$ cat src/rtl/conv1d_mac_sequencer_if.sv
// Control bundle between the conv1d MAC sequencer and its lane.
// Master drives addresses, strobes and the y handshake.
interface conv1d_mac_sequencer_if #(
  parameter int XW = 3,
  parameter int FW = 2,
  parameter int YW = 3
);
  logic          start;
  logic          abort;
  logic          rd_en;
  logic [XW-1:0] addr_x;
  logic [FW-1:0] addr_f;
  logic          enable_mult;
  logic          en_pipeline_reg;
  logic          en_acc;
  logic          acc_first;
  logic          clear_acc;
  logic          clear_reg;
  logic          clear_pipeline_mult;
  logic          y_valid;
  logic          y_ready;
  logic [YW-1:0] y_idx;
  logic          busy;
  logic          done;

  modport master (
    input  start, abort, y_ready,
    output rd_en, addr_x, addr_f,
    output enable_mult, en_pipeline_reg,
    output en_acc, acc_first,
    output clear_acc, clear_reg,
    output clear_pipeline_mult,
    output y_valid, y_idx, busy, done
  );

  modport slave (
    output start, abort, y_ready,
    input  rd_en, addr_x, addr_f,
    input  enable_mult, en_pipeline_reg,
    input  en_acc, acc_first,
    input  clear_acc, clear_reg,
    input  clear_pipeline_mult,
    input  y_valid, y_idx, busy, done
  );
endinterface

$ cat src/rtl/conv1d_mac_sequencer.sv
// Sequencer for one pipelined MAC lane of the 1D convolution engine.
// Issues x/f reads and tracks each term with a tag pipe to drive strobes.
module conv1d_mac_sequencer #(
  parameter int N           = 8,
  parameter int M           = 4,
  parameter int MULT_STAGES = 2,
  parameter int XW = (N > 1) ? $clog2(N) : 1,
  parameter int FW = (M > 1) ? $clog2(M) : 1,
  parameter int YW = (N - M + 1 > 1) ? $clog2(N - M + 1) : 1
) (
  input  logic clk,
  input  logic reset,
  conv1d_mac_sequencer_if.master bus
);
  localparam int L = MULT_STAGES - 1;
  localparam int F = L + 2;
  localparam int D = L + 3;

  typedef enum logic [1:0] {
    IDLE, RUN, DRAIN, DONE
  } state_t;

  state_t state, state_nx;

  logic [YW-1:0] i_q;
  logic [YW-1:0] y_idx_q;
  logic [FW-1:0] j_q;
  logic [D:1]    v_q;
  logic [D:1]    l_q;
  logic [F:1]    f_q;

  logic y_vld, stall, hs;
  logic kick, flush, issue;
  logic last_j, last_term, last_hs;

  assign y_vld = v_q[D] & l_q[D];
  assign stall = y_vld & ~bus.y_ready;
  assign hs    = y_vld & bus.y_ready;

  assign kick  = (state == IDLE) & bus.start & ~bus.abort;
  assign flush = kick | ((state != IDLE) & bus.abort);
  assign issue = (state == RUN) & ~stall & ~bus.abort;

  assign last_j    = (j_q == FW'(M - 1));
  assign last_term = last_j & (i_q == YW'(N - M));
  assign last_hs   = hs & (y_idx_q == YW'(N - M))
                   & (state == DRAIN);

  always_ff @(posedge clk or negedge reset) begin
    if (!reset) state <= IDLE;
    else        state <= state_nx;
  end

  always_comb begin
    state_nx = state;
    unique case (state)
      IDLE:  if (kick) state_nx = RUN;
      RUN:   if (issue && last_term) state_nx = DRAIN;
      DRAIN: if (last_hs) state_nx = DONE;
      DONE:  state_nx = IDLE;
      default: state_nx = IDLE;
    endcase
    if (state != IDLE && bus.abort) state_nx = IDLE;
  end

  always_ff @(posedge clk or negedge reset) begin
    if (!reset) begin
      i_q     <= '0;
      j_q     <= '0;
      y_idx_q <= '0;
    end else if (flush) begin
      i_q     <= '0;
      j_q     <= '0;
      y_idx_q <= '0;
    end else begin
      if (issue) begin
        if (last_j) begin
          j_q <= '0;
          i_q <= last_term ? '0 : i_q + 1'b1;
        end else begin
          j_q <= j_q + 1'b1;
        end
      end
      if (hs) begin
        if (y_idx_q == YW'(N - M)) y_idx_q <= '0;
        else                       y_idx_q <= y_idx_q + 1'b1;
      end
    end
  end

  // Whole tag pipe freezes under back-pressure so the acc keeps y.
  always_ff @(posedge clk or negedge reset) begin
    if (!reset) begin
      v_q <= '0;
      l_q <= '0;
      f_q <= '0;
    end else if (flush) begin
      v_q <= '0;
      l_q <= '0;
      f_q <= '0;
    end else if (!stall) begin
      v_q <= {v_q[D-1:1], issue};
      l_q <= {l_q[D-1:1], last_j};
      f_q <= {f_q[F-1:1], j_q == '0};
    end
  end

  assign bus.rd_en  = issue;
  assign bus.addr_x = issue ? XW'(i_q) + XW'(j_q) : '0;
  assign bus.addr_f = issue ? j_q : '0;

  assign bus.enable_mult     = v_q[1] & ~stall;
  assign bus.en_pipeline_reg = v_q[1+L] & ~stall;
  assign bus.en_acc          = v_q[F] & ~stall;
  assign bus.acc_first       = v_q[F] & ~stall & f_q[F];

  assign bus.clear_acc           = flush;
  assign bus.clear_reg           = flush;
  assign bus.clear_pipeline_mult = flush;

  assign bus.y_valid = y_vld;
  assign bus.y_idx   = y_idx_q;
  assign bus.busy    = (state != IDLE);
  assign bus.done    = (state == DONE);
endmodule

$ cat src/flat_wrapper.sv
// flat-port wrapper written by rule: the top's interface ports become plain ports
module conv1d_mac_sequencer_flat 
#(
  parameter int N           = 8,
  parameter int M           = 4,
  parameter int MULT_STAGES = 2,
  parameter int XW = (N > 1) ? $clog2(N) : 1,
  parameter int FW = (M > 1) ? $clog2(M) : 1,
  parameter int YW = (N - M + 1 > 1) ? $clog2(N - M + 1) : 1
)
  (clk, reset, bus_start, bus_abort, bus_y_ready, bus_rd_en, bus_addr_x, bus_addr_f, bus_enable_mult, bus_en_pipeline_reg, bus_en_acc, bus_acc_first, bus_clear_acc, bus_clear_reg, bus_clear_pipeline_mult, bus_y_valid, bus_y_idx, bus_busy, bus_done);
  conv1d_mac_sequencer_if #(.XW(XW), .FW(FW), .YW(YW)) bus_i ();
  input  logic clk;
  input  logic reset;
  input wire logic [$bits(bus_i.start)-1:0] bus_start;
  input wire logic [$bits(bus_i.abort)-1:0] bus_abort;
  input wire logic [$bits(bus_i.y_ready)-1:0] bus_y_ready;
  output wire logic [$bits(bus_i.rd_en)-1:0] bus_rd_en;
  output wire logic [$bits(bus_i.addr_x)-1:0] bus_addr_x;
  output wire logic [$bits(bus_i.addr_f)-1:0] bus_addr_f;
  output wire logic [$bits(bus_i.enable_mult)-1:0] bus_enable_mult;
  output wire logic [$bits(bus_i.en_pipeline_reg)-1:0] bus_en_pipeline_reg;
  output wire logic [$bits(bus_i.en_acc)-1:0] bus_en_acc;
  output wire logic [$bits(bus_i.acc_first)-1:0] bus_acc_first;
  output wire logic [$bits(bus_i.clear_acc)-1:0] bus_clear_acc;
  output wire logic [$bits(bus_i.clear_reg)-1:0] bus_clear_reg;
  output wire logic [$bits(bus_i.clear_pipeline_mult)-1:0] bus_clear_pipeline_mult;
  output wire logic [$bits(bus_i.y_valid)-1:0] bus_y_valid;
  output wire logic [$bits(bus_i.y_idx)-1:0] bus_y_idx;
  output wire logic [$bits(bus_i.busy)-1:0] bus_busy;
  output wire logic [$bits(bus_i.done)-1:0] bus_done;
  assign bus_i.start = bus_start;
  assign bus_i.abort = bus_abort;
  assign bus_i.y_ready = bus_y_ready;
  assign bus_rd_en = bus_i.rd_en;
  assign bus_addr_x = bus_i.addr_x;
  assign bus_addr_f = bus_i.addr_f;
  assign bus_enable_mult = bus_i.enable_mult;
  assign bus_en_pipeline_reg = bus_i.en_pipeline_reg;
  assign bus_en_acc = bus_i.en_acc;
  assign bus_acc_first = bus_i.acc_first;
  assign bus_clear_acc = bus_i.clear_acc;
  assign bus_clear_reg = bus_i.clear_reg;
  assign bus_clear_pipeline_mult = bus_i.clear_pipeline_mult;
  assign bus_y_valid = bus_i.y_valid;
  assign bus_y_idx = bus_i.y_idx;
  assign bus_busy = bus_i.busy;
  assign bus_done = bus_i.done;
  conv1d_mac_sequencer #(.N(N), .M(M), .MULT_STAGES(MULT_STAGES), .XW(XW), .FW(FW), .YW(YW)) u_core (.clk(clk), .reset(reset), .bus(bus_i));
endmodule
$ cat config.mk
export PLATFORM = sky130hd
export DESIGN_NAME = conv1d_mac_sequencer_flat
export DESIGN_NICKNAME = d
export VERILOG_FILES = /design/src/rtl/conv1d_mac_sequencer_if.sv /design/src/rtl/conv1d_mac_sequencer.sv /design/src/flat_wrapper.sv
export SDC_FILE = /design/constraint.sdc
export NUM_CORES = 1
export LEC_CHECK = 0
export ABC_AREA = 1
export CELL_PAD_IN_SITES_DETAIL_PLACEMENT = 1
export CELL_PAD_IN_SITES_GLOBAL_PLACEMENT = 1
export CORE_MARGIN = 1
export CORE_UTILIZATION = 38
export CTS_CLUSTER_SIZE = 10
export DETAILED_ROUTE_END_ITERATION = 8
export GPL_TIMING_DRIVEN = 0
export PLACE_DENSITY_LB_ADDON = 0.1
export SETUP_SLACK_MARGIN = 0.5
export SLEW_MARGIN = 15
export SYNTH_ARGS = -nofsm -noshare
export SYNTH_HDL_FRONTEND = slang
export SYNTH_SLANG_ARGS = --single-unit
$ cat constraint.sdc
create_clock -name clk -period 2.05 [get_ports clk]
set_clock_uncertainty 0.15 [all_clocks]
set_input_delay 0.41 -clock clk [delete_from_list [all_inputs] [get_ports clk]]
set_output_delay 0.41 -clock clk [all_outputs]
set_load 0.005 [all_outputs]
==> results of run 1 <==
## metrics by stage
step	worst slack [ns]	setup TNS, ns
4_1_cts	-0.1764	-1.192
3_5_place_dp	-0.4993	-4.910
3_3_place_gp	-0.4933	-4.694
2_1_floorplan	0.3157	0
## cell families after synthesis
kind of cell,Yosys count
and+or+nand+nor,67
buffers and inverters,34
AOI/OAI and AO/OA,19
adders and majority gates,12
DFF,21
xor gates and xnor gates,1
## cells in the mapped netlist, types with 2 or more instances
master                     number
sky130_fd_sc_hd__nor2_2         3
sky130_fd_sc_hd__a21oi_1        4
sky130_fd_sc_hd__nand4_1        2
sky130_fd_sc_hd__ha_1          11
sky130_fd_sc_hd__buf_6          3
sky130_fd_sc_hd__buf_4          2
sky130_fd_sc_hd__inv_1         24
sky130_fd_sc_hd__a211oi_1       3
sky130_fd_sc_hd__inv_2          4
sky130_fd_sc_hd__o21ai_1        7
sky130_fd_sc_hd__dfrtp_1       21
sky130_fd_sc_hd__nand2_2        4
sky130_fd_sc_hd__nand2_1       21
sky130_fd_sc_hd__nand3_1       13
sky130_fd_sc_hd__nor2_1        19
## repair_timing
action / CTS
setup buffers: 34
cloned: 1
pin swaps: 22
setup endpoints to repair: 36
resized for setup: 149
hold buffers: 0
==> metrics.txt, run 1 <==
# TYPE chip_impl_metric gauge
chip_impl_metric{name="grt_start_max_net_pins",unit=""} 22
chip_impl_info{name="outcome",value="aborted with a tool error"} 1
chip_impl_info{name="synth_top_cell_by_area",value="sky130_fd_sc_hd__dfrtp_1"} 1
chip_impl_metric{name="number_of_unique_standard_cell_types_used_by_synthesis",unit=""} 28
chip_impl_metric{name="chipHeight",unit="um"} 60.04
chip_impl_metric{name="synth_fp_nets",unit=""} 171
chip_impl_metric{name="die_width",unit="um"} 60.04
chip_impl_metric{name="synth_top_area_share",unit="%"} 41.06
chip_impl_info{name="cts-root-buf",value="sky130_fd_sc_hd__clkbuf_4"} 1
chip_impl_metric{name="synth_area_in_simple_gates",unit="%"} 24.34
chip_impl_metric{name="io_buffer_count",unit=""} 23
chip_impl_info{name="error_message",value="[ERROR DPL-0033] detailed placement checks failed during check placement."} 1
chip_impl_metric{name="floorplan.io_pins",unit=""} 24
chip_impl_metric{name="rows",unit=""} 20
chip_impl_metric{name="clock_tree.htree_level_count",unit=""} 1
chip_impl_metric{name="synth_cells",unit=""} 154
chip_impl_metric{name="placedCellCount",unit=""} 221
chip_impl_info{name="synth_top_flop_cell",value="sky130_fd_sc_hd__dfrtp_1"} 1
chip_impl_metric{name="initial_antenna_violation_count",unit=""} 0
chip_impl_metric{name="yosys.area_share.adder",unit="%"} 12.32
chip_impl_metric{name="place_hpwl",unit="um"} 2222
chip_impl_metric{name="synth-seq-area-share",unit="%"} 41.06
chip_impl_info{name="synthTopCellsByArea",value="sky130_fd_sc_hd__dfrtp_1 (41%), sky130_fd_sc_hd__ha_1 (11%), sky130_fd_sc_hd__inv_1 (7.0%)"} 1
chip_impl_info{name="stop_stage",value="global routing"} 1
chip_impl_info{name="type_of_pin_the_worst_path_ends_at",value="primary output"} 1
chip_impl_metric{name="async_reset_ff_share",unit="%"} 100.0
chip_impl_metric{name="yosys.area_share.xor_xnor",unit="%"} 0.6843
chip_impl_metric{name="cts_made_buffers",unit=""} 3
chip_impl_metric{name="post_dp_cell_area",unit="mm2"} 0.001603
chip_impl_metric{name="share_of_synthesized_area_spent_on_multiplexers",unit="%"} 0
chip_impl_metric{name="synthesis.area",unit="mm2"} 0.001280
chip_impl_metric{name="floorplan.initialDensity",unit="%"} 40.92
chip_impl_metric{name="gpl.final_weighted_congestion",unit=""} 0.7736
chip_impl_metric{name="synth_compound_gate_area_share",unit="%"} 9.189
chip_impl_metric{name="cts-root-to-sink-buffers",unit=""} 2
chip_impl_info{name="timing.grt.repair.worst_endpoint",value="bus_addr_f[0]"} 1
chip_impl_metric{name="yosys_register_bits",unit=""} 21
chip_impl_metric{name="synth_enable_flop_cells",unit=""} 0
chip_impl_info{name="dominant_combinational_cell_family_by_area_after_synthesis",value="simple AND/OR/NAND/NOR gates"} 1
chip_impl_metric{name="clkSinkCount",unit=""} 21
chip_impl_metric{name="synth_warnings",unit=""} 0
chip_impl_metric{name="postSynthAreaPerCell",unit="um2"} 8.312
==> run 2: changes to the inputs <==
- CELL_PAD_IN_SITES_DETAIL_PLACEMENT: 1 -> not set
- CELL_PAD_IN_SITES_GLOBAL_PLACEMENT: 1 -> not set
- CORE_AREA: not set -> 2 2 63 65
- CORE_MARGIN: 1 -> not set
- CORE_UTILIZATION: 38 -> not set
- CTS_CLUSTER_SIZE: 10 -> not set
- DIE_AREA: not set -> 0 0 65 67
- PLACE_DENSITY_LB_ADDON: 0.1 -> 0.15
- SETUP_SLACK_MARGIN: 0.5 -> not set
==> run 2 against run 1 <==
  * The flow now finishes, with violations (negative setup slack)
  * Synthesized cell count stayed put
  * Synthesized area is the same
==> metrics.txt, run 2 <==
# TYPE chip_impl_metric gauge
chip_impl_metric{name="wirelength_routed",unit="um"} 3436
chip_impl_info{name="path_class",value="reg2out"} 1
chip_impl_metric{name="cts_made_buffers",unit=""} 3
chip_impl_metric{name="io_buffer_count",unit=""} 23
chip_impl_metric{name="power.density_cell_area",unit="mW/mm2"} 1069
chip_impl_metric{name="grt_overflow_total",unit=""} 0
chip_impl_info{name="synthTopCellsByArea",value="sky130_fd_sc_hd__dfrtp_1 (41%), sky130_fd_sc_hd__ha_1 (11%), sky130_fd_sc_hd__inv_1 (7.0%)"} 1
chip_impl_info{name="synth_top_flop_cell",value="sky130_fd_sc_hd__dfrtp_1"} 1
chip_impl_metric{name="ctsHoldBuffers",unit=""} 0
chip_impl_metric{name="layout.filler_cells",unit=""} 335
chip_impl_metric{name="cp_data_required_time",unit="ns"} 1.49
chip_impl_metric{name="async_reset_ff_share",unit="%"} 100.0
chip_impl_info{name="outcome",value="complete, but fails checks"} 1
chip_impl_metric{name="gr-usage-all-layers",unit="%"} 17.33
chip_impl_metric{name="placement.setup.worst_slack",unit="ns"} -0.5080
chip_impl_info{name="top_regs",value="u_core.l_q (4), u_core.v_q (4)"} 1
chip_impl_metric{name="floorplan.initialDensity",unit="%"} 35.50
chip_impl_info{name="busiest_layer",value="met2"} 1
chip_impl_metric{name="final.period_utilization",unit="%"} 104.3
chip_impl_info{name="synth_top_cell_by_area",value="sky130_fd_sc_hd__dfrtp_1"} 1
chip_impl_metric{name="initial_antenna_violation_count",unit=""} 0
chip_impl_metric{name="antenna_cells_inserted",unit=""} 0
chip_impl_metric{name="grt_pass1_wl",unit="um"} 5616
chip_impl_metric{name="drc",unit=""} 0
chip_impl_metric{name="via_per_inst",unit=""} 4.737
chip_impl_metric{name="placedCellCount",unit=""} 225
chip_impl_metric{name="synthesis.area",unit="mm2"} 0.001280
chip_impl_metric{name="clkSinkCount",unit=""} 21
chip_impl_metric{name="critical_path_peak_fanout",unit=""} 2
chip_impl_metric{name="first_global_vias",unit=""} 1223
chip_impl_metric{name="cell_internal_pwr",unit="mW"} 1.350
chip_impl_metric{name="layout-drive-gt1-share",unit="%"} 39.34
chip_impl_metric{name="postLayoutSetupSlackWorst",unit="ns"} -0.08910
chip_impl_metric{name="timing.final.max_slew_violations",unit=""} 0
chip_impl_metric{name="synth_enable_flop_cells",unit=""} 0
chip_impl_metric{name="worstPathArrival",unit="ns"} 1.58
chip_impl_metric{name="synth-seq-area-share",unit="%"} 41.06
chip_impl_metric{name="worst_ir_drop_vdd",unit="uV"} 560.2
chip_impl_info{name="critical_path.startpoint",value="u_core.j_q[0]"} 1
chip_impl_info{name="hold_path.startpoint",value="u_core.v_q[3]"} 1
chip_impl_metric{name="post_dp_cell_area",unit="mm2"} 0.001570
chip_impl_metric{name="combPwrFrac",unit="%"} 61.6
chip_impl_metric{name="floorplan.io_pins",unit=""} 24
chip_impl_info{name="cts-root-buf",value="sky130_fd_sc_hd__clkbuf_8"} 1
chip_impl_metric{name="layout.cell_area.non_filler",unit="mm2"} 0.002016
chip_impl_metric{name="hold_viol_final",unit=""} 0
chip_impl_metric{name="area_growth",unit="%"} 57.48
chip_impl_metric{name="number_of_unique_standard_cell_types_used_by_synthesis",unit=""} 28
chip_impl_metric{name="finalCoreUtilization",unit="%"} 55.90
chip_impl_metric{name="detail-route-antenna-nets",unit=""} 0
chip_impl_metric{name="synth_warnings",unit=""} 0
chip_impl_metric{name="synth_cells",unit=""} 154
chip_impl_metric{name="p_leak",unit="nW"} 1.040
chip_impl_metric{name="route.detailed.wl_per_inst",unit="um"} 13.27
chip_impl_metric{name="seq_power_share",unit="%"} 25.5
chip_impl_metric{name="gpl.final_weighted_congestion",unit=""} 0.7890
chip_impl_metric{name="clkSlewWorstSetupHoldPaths",unit="ns"} 0.08
chip_impl_info{name="commonest_cells_after_routing_fill_and_taps_aside",value="sky130_fd_sc_hd__buf_4 (21), sky130_fd_sc_hd__dfrtp_1 (21), sky130_fd_sc_hd__inv_1 (19), sky130_fd_sc_hd__nand2_1 (19), sky130_fd_sc_hd__nor2_1 (15)"} 1
chip_impl_info{name="endpoint_kind",value="output port"} 1
chip_impl_metric{name="power.share.switching",unit="%"} 37.36
chip_impl_metric{name="p_sw",unit="mW"} 0.8051
chip_impl_metric{name="floorplan.die_area",unit="mm2"} 0.004355
chip_impl_metric{name="synth_fp_nets",unit=""} 171
chip_impl_metric{name="num-nets-final",unit=""} 229
chip_impl_info{name="worst_setup_path_start_kind",value="flip-flop"} 1
chip_impl_info{name="tritoncts",value="yes"} 1
chip_impl_metric{name="num_vias",unit=""} 1227
chip_impl_metric{name="place_hpwl",unit="um"} 2014
chip_impl_metric{name="layout.area.seq",unit="um2"} 525.5
chip_impl_metric{name="core",unit="mm2"} 0.003606
chip_impl_info{name="yosys-top-cells-count",value="sky130_fd_sc_hd__inv_1 (24), sky130_fd_sc_hd__dfrtp_1 (21), sky130_fd_sc_hd__nand2_1 (21), sky130_fd_sc_hd__nor2_1 (19), sky130_fd_sc_hd__nand3_1 (13)"} 1
chip_impl_metric{name="yosys_register_bits",unit=""} 21
chip_impl_metric{name="grt_start_max_net_pins",unit=""} 22
chip_impl_metric{name="clock_power_share",unit="%"} 12.9
chip_impl_metric{name="cap_viol_max_count",unit=""} 0
chip_impl_metric{name="chipHeight",unit="um"} 67
chip_impl_metric{name="shortest_period_the_worst_path_allows",unit="ns"} 2.139
chip_impl_metric{name="gr-usage-met1",unit="%"} 19.20
chip_impl_metric{name="drt_first_pass_iters",unit=""} 4
chip_impl_metric{name="die_width",unit="um"} 65
chip_impl_info{name="worst_r2r_startpoint",value="u_core.state[1]"} 1
chip_impl_info{name="synth.most_common_cell",value="sky130_fd_sc_hd__inv_1"} 1
chip_impl_metric{name="instances_no_fill",unit=""} 259
chip_impl_metric{name="grtUsageMet2",unit="%"} 32.47
chip_impl_metric{name="finalPower",unit="mW"} 2.155
chip_impl_metric{name="setup-violations-final",unit=""} 6
chip_impl_metric{name="synth_top_area_share",unit="%"} 41.06
chip_impl_metric{name="multi_input_comb_area",unit="um2"} 700.7
chip_impl_metric{name="tightest_slew",unit="ns"} 0.9577
chip_impl_metric{name="gr-usage-met3",unit="%"} 4.054
chip_impl_metric{name="max_clock_freq",unit="MHz"} 467.5
chip_impl_metric{name="cts-root-to-sink-buffers",unit=""} 2
chip_impl_metric{name="postSynthAreaPerCell",unit="um2"} 8.312
chip_impl_info{name="unrepaired_setup_endpoints_after_global_routing",value="yes"} 1
chip_impl_metric{name="rows",unit=""} 22
chip_impl_metric{name="clock_tree.htree_level_count",unit=""} 1
chip_impl_metric{name="timing.max_slew.rel_slack",unit="%"} 35.96
chip_impl_metric{name="drtIter0Drc",unit=""} 37
chip_impl_info{name="worst_hold_path_type",value="reg2reg"} 1
chip_impl_metric{name="insertion_delay",unit="ns"} 0.27
chip_impl_info{name="violations",value="negative setup slack"} 1
-- run 2: cell counts after synthesis --
No cell type changed its count.
-- run 2: power by group through the flow --
stage / combinational, mW / clock [mW] / sequential, mW
4_1_cts: 1.16 / 0.286 / 0.551
6_report: 1.33 / 0.279 / 0.549
3_3_place_gp: 0.705 / 0 / 0.563
2_1_floorplan: 0.475 / 0 / 0.548
3_5_place_dp: 0.724 / 0 / 0.565
5_1_grt: 1.45 / 0.310 / 0.559
-- run 2: cell type report --
type                       count  share of cell area, %
buffer                         6                  3.414
clock buffer                   3                  2.048
clock inverter                 1                 0.2483
inverter                      28                  5.959
multi-input combinational     99                  34.76
sequential                    21                  26.07
tap                           48                  2.980
timing repair buffer          53                  24.52
-- run 2: cells by family after synthesis --
group,synth area share [%]
AND/OR/NAND/NOR,24.34
buffers and inverters,12.41
flip-flops,41.06
AO/OA/AOI/OAI,9.188
adder cells (fa/ha/maj),12.32
XOR/XNOR,0.6844
-- run 2: per-stage QoR --
stage / TNS, ns / hold slack [ns]
after floorplan: 0 / -0.03559
after global placement: -4.653 / 0.3336
after detailed placement: -4.899 / 0.3477
after CTS: -0.4011 / 0.3686
after global routing: -0.9227 / 0.3975
final: -0.3271 / 0.3586
-- run 2: critical path: stages (launching register included) --
cell	delay, ns
sky130_fd_sc_hd__dfrtp_1	0.40
sky130_fd_sc_hd__ha_2	0.18
sky130_fd_sc_hd__fa_2	0.53
sky130_fd_sc_hd__inv_2	0.03
sky130_fd_sc_hd__nor2_2	0.06
sky130_fd_sc_hd__buf_2	0.11
-- run 2: what timing repair did --
item	4_1_cts	5_1_grt
resized for setup	72	21
endpoints found under the setup margin	14	24
pin swaps	10	8
buffers inserted	22	7
gates cloned	1	1
-- run 2: final timing paths --
kind,endpoint,slack (ns),cells after the start
worst min-delay path,u_core.v_q[4],0.36,2
worst max-delay path,bus_addr_x[1],-0.09,5
max in group asynchronous,u_core.state[0],0.64,1
min in group asynchronous,u_core.v_q[3],0.52,1
worst min register to register,u_core.v_q[4],0.36,2
worst max register to register,u_core.i_q[0],0.06,14
-- run 2: per-layer routing --
metal	vias up	wire length (um)
li1	598	-
met1	599	1369
met2	22	1862
met3	8	122
met4	0	81
met5	-	0
Note: power is estimated with default switching activity, not from simulation.
==> run 3: changes to the inputs <==
- CORE_AREA: 2 2 63 65 -> not set
- CORE_MARGIN: not set -> 1
- CORE_UTILIZATION: not set -> 30
- DIE_AREA: 0 0 65 67 -> not set
==> run 3 against run 2 <==
  * The flow still finishes with violations (negative setup slack)
  * Fmax shrank 1.0%
  * Cell count grew 1.9%
  * Cell area grew 0.87%
  * Clock power is essentially flat
  * Sequential power is essentially flat
  * Sequential cell count is the same
  * Via count grew 1.5%
  * Critical path type unchanged
  * Largest cell class unchanged
==> metrics.txt, run 3 (synthesis gave the netlist of run 2 again) <==
# TYPE chip_impl_metric gauge
chip_impl_metric{name="initial_antenna_violation_count",unit=""} 0
chip_impl_metric{name="grt_overflow_total",unit=""} 0
chip_impl_metric{name="power.density_cell_area",unit="mW/mm2"} 1069
chip_impl_info{name="worst_r2r_startpoint",value="u_core.state[0]"} 1
chip_impl_metric{name="seq_power_share",unit="%"} 25.4
chip_impl_metric{name="gpl.final_weighted_congestion",unit=""} 0.7569
chip_impl_info{name="min_to",value="u_core.v_q[4]"} 1
chip_impl_metric{name="num_vias",unit=""} 1246
chip_impl_metric{name="clkSlewWorstSetupHoldPaths",unit="ns"} 0.08
chip_impl_metric{name="timing.max_slew.rel_slack",unit="%"} 32.53
chip_impl_info{name="tritoncts",value="yes"} 1
chip_impl_metric{name="via_per_inst",unit=""} 4.720
chip_impl_metric{name="max_clock_freq",unit="MHz"} 462.8
chip_impl_metric{name="fin_worst_hold_slack",unit="ns"} 0.3477
chip_impl_metric{name="route.detailed.wl_per_inst",unit="um"} 13.17
chip_impl_metric{name="floorplan.die_area",unit="mm2"} 0.004532
chip_impl_metric{name="p_sw",unit="mW"} 0.8303
chip_impl_metric{name="r2r_setup_slack",unit="ns"} -0.05
chip_impl_info{name="violations",value="negative setup slack"} 1
chip_impl_info{name="path_class",value="reg2out"} 1
chip_impl_metric{name="path_depth_of_the_worst_reg2reg_path",unit=""} 15
chip_impl_metric{name="layout.cell_area.non_filler",unit="mm2"} 0.002033
chip_impl_metric{name="antenna_cells_inserted",unit=""} 0
chip_impl_metric{name="detail-route-antenna-nets",unit=""} 0
chip_impl_metric{name="shortest_period_the_worst_path_allows",unit="ns"} 2.161
chip_impl_info{name="commonest_cells_after_routing_fill_and_taps_aside",value="sky130_fd_sc_hd__buf_4 (26), sky130_fd_sc_hd__dfrtp_1 (21), sky130_fd_sc_hd__inv_1 (20)"} 1
chip_impl_metric{name="placement.setup.worst_slack",unit="ns"} -0.5106
chip_impl_info{name="endpoint_kind",value="output port"} 1
chip_impl_metric{name="chipHeight",unit="um"} 67.32
chip_impl_metric{name="clock_tree.htree_level_count",unit=""} 1
chip_impl_metric{name="rows",unit=""} 23
chip_impl_metric{name="cts-root-to-sink-buffers",unit=""} 2
chip_impl_metric{name="setup-violations-final",unit=""} 16
chip_impl_metric{name="cell_internal_pwr",unit="mW"} 1.343
chip_impl_info{name="hold_path.startpoint",value="u_core.v_q[3]"} 1
chip_impl_metric{name="tightest_slew",unit="ns"} 1.009
chip_impl_info{name="cts-root-buf",value="sky130_fd_sc_hd__clkbuf_8"} 1
chip_impl_info{name="worst_r2r_endpoint",value="u_core.bus.y_idx[0]"} 1
chip_impl_metric{name="clkSinkCount",unit=""} 21
chip_impl_metric{name="cts_made_buffers",unit=""} 3
chip_impl_metric{name="post_dp_cell_area",unit="mm2"} 0.001573
chip_impl_metric{name="place_hpwl",unit="um"} 2040
chip_impl_info{name="worst_setup_path_start_kind",value="flip-flop"} 1
chip_impl_metric{name="power.share.switching",unit="%"} 38.20
chip_impl_metric{name="cap_viol_max_count",unit=""} 0
chip_impl_metric{name="insertion_delay",unit="ns"} 0.26
chip_impl_metric{name="final.period_utilization",unit="%"} 105.4
chip_impl_metric{name="die_width",unit="um"} 67.32
chip_impl_metric{name="first_global_vias",unit=""} 1225
chip_impl_metric{name="layout.filler_cells",unit=""} 382
chip_impl_metric{name="worstPathArrival",unit="ns"} 1.60
chip_impl_info{name="top_regs",value="u_core.l_q (4), u_core.v_q (4)"} 1
chip_impl_metric{name="gr-usage-all-layers",unit="%"} 16.35
chip_impl_metric{name="p_leak",unit="nW"} 1.027
chip_impl_metric{name="combPwrFrac",unit="%"} 61.6
chip_impl_info{name="layout_commonest_cell",value="sky130_fd_sc_hd__buf_4"} 1
chip_impl_metric{name="floorplan.io_pins",unit=""} 24
chip_impl_metric{name="min_delay_path_depth",unit=""} 2
chip_impl_metric{name="critical_path_peak_fanout",unit=""} 3
chip_impl_metric{name="num-nets-final",unit=""} 232
chip_impl_metric{name="drtIter0Drc",unit=""} 70
chip_impl_metric{name="core",unit="mm2"} 0.004058
chip_impl_metric{name="drc",unit=""} 0
chip_impl_metric{name="hold_viol_final",unit=""} 0
chip_impl_metric{name="drt_first_pass_iters",unit=""} 4
chip_impl_metric{name="worst_ir_drop_vdd",unit="uV"} 641.7
chip_impl_metric{name="setup_tns",unit="ns"} -0.8476
chip_impl_metric{name="io_buffer_count",unit=""} 23
chip_impl_metric{name="timing.final.max_slew_violations",unit=""} 0
chip_impl_metric{name="cp_data_required_time",unit="ns"} 1.49
chip_impl_metric{name="grt_start_max_net_pins",unit=""} 22
chip_impl_metric{name="layout-drive-gt1-share",unit="%"} 43.93
chip_impl_metric{name="postLayoutSetupSlackWorst",unit="ns"} -0.1108
chip_impl_info{name="unrepaired_setup_endpoints_after_global_routing",value="yes"} 1
chip_impl_metric{name="clock_power_share",unit="%"} 13.0
chip_impl_metric{name="area_growth",unit="%"} 58.85
chip_impl_metric{name="floorplan.initialDensity",unit="%"} 31.54
chip_impl_metric{name="wirelength_routed",unit="um"} 3478
chip_impl_metric{name="grt_pass1_wl",unit="um"} 5437
chip_impl_info{name="worst_hold_path_type",value="reg2reg"} 1
chip_impl_info{name="outcome",value="complete, but fails checks"} 1
[run 3: per-stage QoR]
step,util (%),power (mW),instances
floorplan,-,1.023,154
global placement,38.76,1.278,227
detailed placement,38.76,1.296,227
CTS,46.96,2.011,262
global route,50.11,2.313,264
finish,50.11,2.174,264
[run 3: layout make-up]
class / instances / area [um2] / share of cell area [%]
Multi-Input combinational cell: 99 / 743.2 / 36.55
Sequential cell: 21 / 525.5 / 25.85
Timing Repair Buffer: 57 / 484.2 / 23.82
Inverter: 28 / 117.6 / 5.785
Tap cell: 50 / 62.56 / 3.077
Buffer: 5 / 53.80 / 2.646
Clock buffer: 3 / 41.29 / 2.031
Clock inverter: 1 / 5.005 / 0.2462
[run 3: per-layer routing]
layer / routed length [um] / GRT usage [%] / part of all wire, % / up-vias
met2: 1848 / 28.88 / 53 / 29
met4: 74 / 6.383 / 2.1 / 0
met1: 1445 / 19.06 / 42 / 607
li1: - / - / - / 604
met3: 110 / 3.547 / 3.2 / 6
met5: 0 / 0 / 0 / -
[run 3: worst max-delay path by stage]
stage / startpoint / end / slack (ns) / cells past startpoint
6_report: u_core.state[0] / bus_clear_pipeline_mult / -0.11 / 9
5_1_grt: u_core.state[0] / bus_clear_pipeline_mult / -0.17 / 9
4_1_cts: u_core.state[0] / bus_addr_f[0] / -0.11 / 9
3_5_place_dp: bus_abort / bus_clear_pipeline_mult / -0.51 / 6
3_3_place_gp: bus_abort / bus_clear_pipeline_mult / -0.50 / 6
2_1_floorplan: u_core.j_q[0] / bus_addr_x[2] / 0.28 / 4
[run 3: timing repair]
item	in CTS	in global routing
cloned	1	0
buffers inserted	30	4
pin swaps	5	17
hold buffers	0	0
resized for setup	66	32
endpoints found under the setup margin	14	27
[run 3: power by group through the flow]
stage                     logic (mW)  clock network (mW)  registers (mW)
after detailed placement       0.729                   0           0.566
after floorplan                0.475                   0           0.548
after global placement         0.716                   0           0.562
after CTS                       1.17               0.293           0.548
after global routing            1.44               0.311           0.565
final                           1.34               0.282           0.552
[run 3: worst max-delay path, cell delays in order (launching register included)]
cell	delay, ns
sky130_fd_sc_hd__dfrtp_1	0.41
sky130_fd_sc_hd__inv_2	0.10
sky130_fd_sc_hd__ha_4	0.16
sky130_fd_sc_hd__inv_4	0.05
sky130_fd_sc_hd__nand2_4	0.06
sky130_fd_sc_hd__o21ai_4	0.06
sky130_fd_sc_hd__buf_6	0.13
sky130_fd_sc_hd__buf_4	0.13
sky130_fd_sc_hd__buf_4	0.12
sky130_fd_sc_hd__buf_2	0.11
==> run 4: changes to the inputs <==
- ABC_AREA: 1 -> not set
==> run 4 against run 3 <==
  * The flow still finishes with violations (negative setup slack)
  * Routed wire length fell by 15%
  * Sequential power decreased by 3%
  * Hold slack gained 0.023 ns
==> metrics.txt, run 4 <==
# TYPE chip_impl_metric gauge
chip_impl_info{name="outcome",value="complete, but fails checks"} 1
chip_impl_info{name="violations",value="negative setup slack"} 1
chip_impl_metric{name="die_width",unit="um"} 66.52
chip_impl_metric{name="detail-route-antenna-nets",unit=""} 0
chip_impl_info{name="yosys-top-cells-count",value="sky130_fd_sc_hd__nand2_1 (24), sky130_fd_sc_hd__dfrtp_1 (21), sky130_fd_sc_hd__a21oi_1 (14), sky130_fd_sc_hd__nor2_1 (14), sky130_fd_sc_hd__inv_1 (12)"} 1
chip_impl_metric{name="place_hpwl",unit="um"} 1891
chip_impl_metric{name="num-nets-final",unit=""} 211
chip_impl_metric{name="first_global_vias",unit=""} 1119
chip_impl_metric{name="share_of_synthesized_area_spent_on_multiplexers",unit="%"} 3.206
chip_impl_metric{name="gpl.final_weighted_congestion",unit=""} 0.7010
chip_impl_metric{name="cts_made_buffers",unit=""} 3
chip_impl_metric{name="io_buffer_count",unit=""} 23
chip_impl_metric{name="grt_pass1_wl",unit="um"} 5126
chip_impl_metric{name="insertion_delay",unit="ns"} 0.26
chip_impl_metric{name="postSynthAreaPerCell",unit="um2"} 9.182
chip_impl_metric{name="synth_warnings",unit=""} 0
chip_impl_metric{name="timing.max_slew.rel_slack",unit="%"} 33.08
chip_impl_metric{name="floorplan.die_area",unit="mm2"} 0.004424
chip_impl_metric{name="cts-root-to-sink-buffers",unit=""} 2
chip_impl_info{name="worst_hold_path_type",value="reg2reg"} 1
chip_impl_metric{name="synth_area_in_simple_gates",unit="%"} 23.25
chip_impl_metric{name="via_per_inst",unit=""} 4.576
chip_impl_metric{name="final.period_utilization",unit="%"} 108.1
chip_impl_metric{name="setup-violations-final",unit=""} 2
chip_impl_metric{name="tightest_slew",unit="ns"} 1.001
chip_impl_info{name="layout_commonest_cell",value="sky130_fd_sc_hd__buf_4"} 1
chip_impl_info{name="dominant_combinational_cell_family_by_area_after_synthesis",value="simple AND/OR/NAND/NOR gates"} 1
chip_impl_metric{name="gr-usage-all-layers",unit="%"} 15.38
chip_impl_metric{name="yosys.area_share.xor_xnor",unit="%"} 0.7014
chip_impl_metric{name="num_vias",unit=""} 1112
chip_impl_metric{name="number_of_unique_standard_cell_types_used_by_synthesis",unit=""} 33
chip_impl_metric{name="drc",unit=""} 0
chip_impl_metric{name="placement.setup.worst_slack",unit="ns"} -0.9202
chip_impl_metric{name="yosys.area_share.adder",unit="%"} 12.63
chip_impl_metric{name="chipHeight",unit="um"} 66.52
chip_impl_metric{name="layout-drive-gt1-share",unit="%"} 38.34
chip_impl_info{name="cts-root-buf",value="sky130_fd_sc_hd__clkbuf_8"} 1
chip_impl_metric{name="async_reset_ff_share",unit="%"} 100.0
chip_impl_metric{name="area_growth",unit="%"} 53.21
chip_impl_info{name="critical_path.startpoint",value="u_core.i_q[0]"} 1
chip_impl_metric{name="floorplan.initialDensity",unit="%"} 31.22
chip_impl_metric{name="max_clock_freq",unit="MHz"} 451.4
chip_impl_info{name="endpoint_kind",value="output port"} 1
chip_impl_metric{name="finalCoreUtilization",unit="%"} 47.83
chip_impl_info{name="synth.most_common_cell",value="sky130_fd_sc_hd__nand2_1"} 1
chip_impl_info{name="path_class",value="reg2out"} 1
chip_impl_info{name="worst_r2r_endpoint",value="u_core.v_q[1]"} 1
chip_impl_info{name="worst_r2r_startpoint",value="u_core.state[1]"} 1
chip_impl_metric{name="initial_antenna_violation_count",unit=""} 0
chip_impl_metric{name="rows",unit=""} 23
chip_impl_metric{name="synth_fp_nets",unit=""} 153
chip_impl_metric{name="clock_tree.htree_level_count",unit=""} 1
chip_impl_metric{name="postLayoutSetupSlackWorst",unit="ns"} -0.1654
chip_impl_metric{name="worstPathArrival",unit="ns"} 1.66
chip_impl_metric{name="setup_tns",unit="ns"} -0.2686
chip_impl_metric{name="p_leak",unit="nW"} 0.9179
chip_impl_metric{name="cap_viol_max_count",unit=""} 0
chip_impl_metric{name="floorplan.io_pins",unit=""} 24
chip_impl_metric{name="grt_start_max_net_pins",unit=""} 22
chip_impl_metric{name="synth_cells",unit=""} 136
chip_impl_metric{name="antenna_cells_inserted",unit=""} 0
chip_impl_metric{name="synth_top_area_share",unit="%"} 42.08
chip_impl_info{name="crit_path_end",value="bus_addr_x[1]"} 1
chip_impl_metric{name="shortest_period_the_worst_path_allows",unit="ns"} 2.215
chip_impl_metric{name="clkSinkCount",unit=""} 21
chip_impl_metric{name="fin_worst_hold_slack",unit="ns"} 0.3707
chip_impl_metric{name="synth_enable_flop_cells",unit=""} 0
chip_impl_metric{name="worst_ir_drop_vdd",unit="uV"} 290.7
chip_impl_metric{name="ctsHoldBuffers",unit=""} 0
chip_impl_info{name="synth_top_flop_cell",value="sky130_fd_sc_hd__dfrtp_1"} 1
chip_impl_metric{name="cp_data_required_time",unit="ns"} 1.49
chip_impl_metric{name="drt_first_pass_iters",unit=""} 4
chip_impl_info{name="synth_top_cell_by_area",value="sky130_fd_sc_hd__dfrtp_1"} 1
chip_impl_metric{name="grt_overflow_total",unit=""} 0
chip_impl_metric{name="synth-seq-area-share",unit="%"} 42.08
chip_impl_metric{name="path_depth_of_the_worst_reg2reg_path",unit=""} 11
chip_impl_metric{name="r2r_setup_slack",unit="ns"} 0.11
chip_impl_metric{name="power.density_cell_area",unit="mW/mm2"} 924.9
chip_impl_info{name="commonest_cells_after_routing_fill_and_taps_aside",value="sky130_fd_sc_hd__buf_4 (26), sky130_fd_sc_hd__nand2_1 (22), sky130_fd_sc_hd__dfrtp_1 (21)"} 1
chip_impl_info{name="worst_setup_path_start_kind",value="flip-flop"} 1
chip_impl_metric{name="wirelength_routed",unit="um"} 2960
chip_impl_metric{name="timing.final.max_slew_violations",unit=""} 0
chip_impl_metric{name="clkSlewWorstSetupHoldPaths",unit="ns"} 0.08
chip_impl_metric{name="drtIter0Drc",unit=""} 42
chip_impl_info{name="synthTopCellsByArea",value="sky130_fd_sc_hd__dfrtp_1 (42%), sky130_fd_sc_hd__ha_1 (11%), sky130_fd_sc_hd__nand2_1 (7.2%)"} 1
chip_impl_metric{name="synth_compound_gate_area_share",unit="%"} 10.92
chip_impl_metric{name="hold_viol_final",unit=""} 0
chip_impl_info{name="tritoncts",value="yes"} 1
chip_impl_info{name="top_regs",value="u_core.l_q (4), u_core.v_q (4)"} 1
chip_impl_info{name="unrepaired_setup_endpoints_after_global_routing",value="yes"} 1
chip_impl_metric{name="core",unit="mm2"} 0.004000
chip_impl_metric{name="route.detailed.wl_per_inst",unit="um"} 12.18
chip_impl_metric{name="synthesis.area",unit="mm2"} 0.001249
chip_impl_metric{name="yosys_register_bits",unit=""} 21
chip_impl_metric{name="critical_path_peak_fanout",unit=""} 2
## run 4: cell count changes after synthesis, moves of 4 or more
cell	previous run	this run
sky130_fd_sc_hd__a21oi_1	4	14
sky130_fd_sc_hd__nand3_1	13	2
sky130_fd_sc_hd__mux2i_1	0	4
sky130_fd_sc_hd__o21ai_1	7	1
sky130_fd_sc_hd__nor2_1	19	14
sky130_fd_sc_hd__inv_1	24	12
sky130_fd_sc_hd__inv_2	4	0
## run 4: cell families (layout without fill, tap and decap cells)
kind of cell | count (synthesis) | after routing
mux | 4 | 4
xor+xnor | 1 | 1
compound gates | 21 | 21
fa+ha+maj | 12 | 12
buf+inv | 19 | 76
flops | 21 | 21
simple gates | 58 | 58
## run 4: stage by stage
step | power, mW | instance area, um2 | instances
CTS | 1.698 | 1854 | 240
global placement | 1.116 | 1541 | 209
finish | 1.769 | 1913 | 243
detailed placement | 1.131 | 1541 | 209
global route | 1.907 | 1913 | 243
floorplan | 0.8935 | 1249 | 136
## run 4: what timing repair did
item,4_1_cts,5_1_grt
pin swaps,8,7
cloned,0,0
setup buffers,27,4
gates resized for setup,69,22
setup endpoints to repair,14,13
## run 4: worst max-delay path, stage by stage, from the launching register on
cell and delay (ns):
sky130_fd_sc_hd__dfrtp_1 0.41, sky130_fd_sc_hd__ha_2 0.20, sky130_fd_sc_hd__fa_2 0.52, sky130_fd_sc_hd__and3_4 0.17
sky130_fd_sc_hd__buf_6 0.09
## run 4: area by class of cell
type	instances	area [um2]
fillers	393	2087
multi-input cells	96	716.9
flip-flops and latches	21	525.5
repair buffers	54	457.9
well taps	50	62.56
plain buffers	6	58.81
inverters	12	45.04
clock buffers	3	41.29
clock inverters	1	5.005
## run 4: report_power, final
group / internal (mW) / total (mW) / switching, mW
Combinational: 0.548 / 0.962 / 0.414
Sequential: 0.488 / 0.534 / 0.0454
Clock: 0.135 / 0.274 / 0.138
## run 4: how the worst min path moves through the flow
| stage | startpoint | slack [ns] | endpoint | depth (start not counted) |
|---|---|---|---|---|
| final | u_core.l_q[3] | 0.37 | u_core.l_q[4] | 2 |
| after global placement | u_core.l_q[3] | 0.35 | u_core.l_q[4] | 2 |
| after global routing | u_core.l_q[3] | 0.39 | u_core.l_q[4] | 2 |
| after CTS | u_core.l_q[3] | 0.36 | u_core.l_q[4] | 2 |
| after floorplan | reset | -0.04 | u_core.bus.y_idx[0] | 0 |
| after detailed placement | u_core.l_q[3] | 0.34 | u_core.l_q[4] | 2 |
## run 4: routing by layer
| metal | vias up | global-route usage, % | wire length [um] |
|---|---|---|---|
| li1 | 562 | - | - |
| met2 | 18 | 27.30 | 1491 |
| met5 | - | 0 | 0 |
| met4 | 0 | 3.989 | 31 |
| met3 | 5 | 2.055 | 83 |
| met1 | 527 | 19.47 | 1353 |
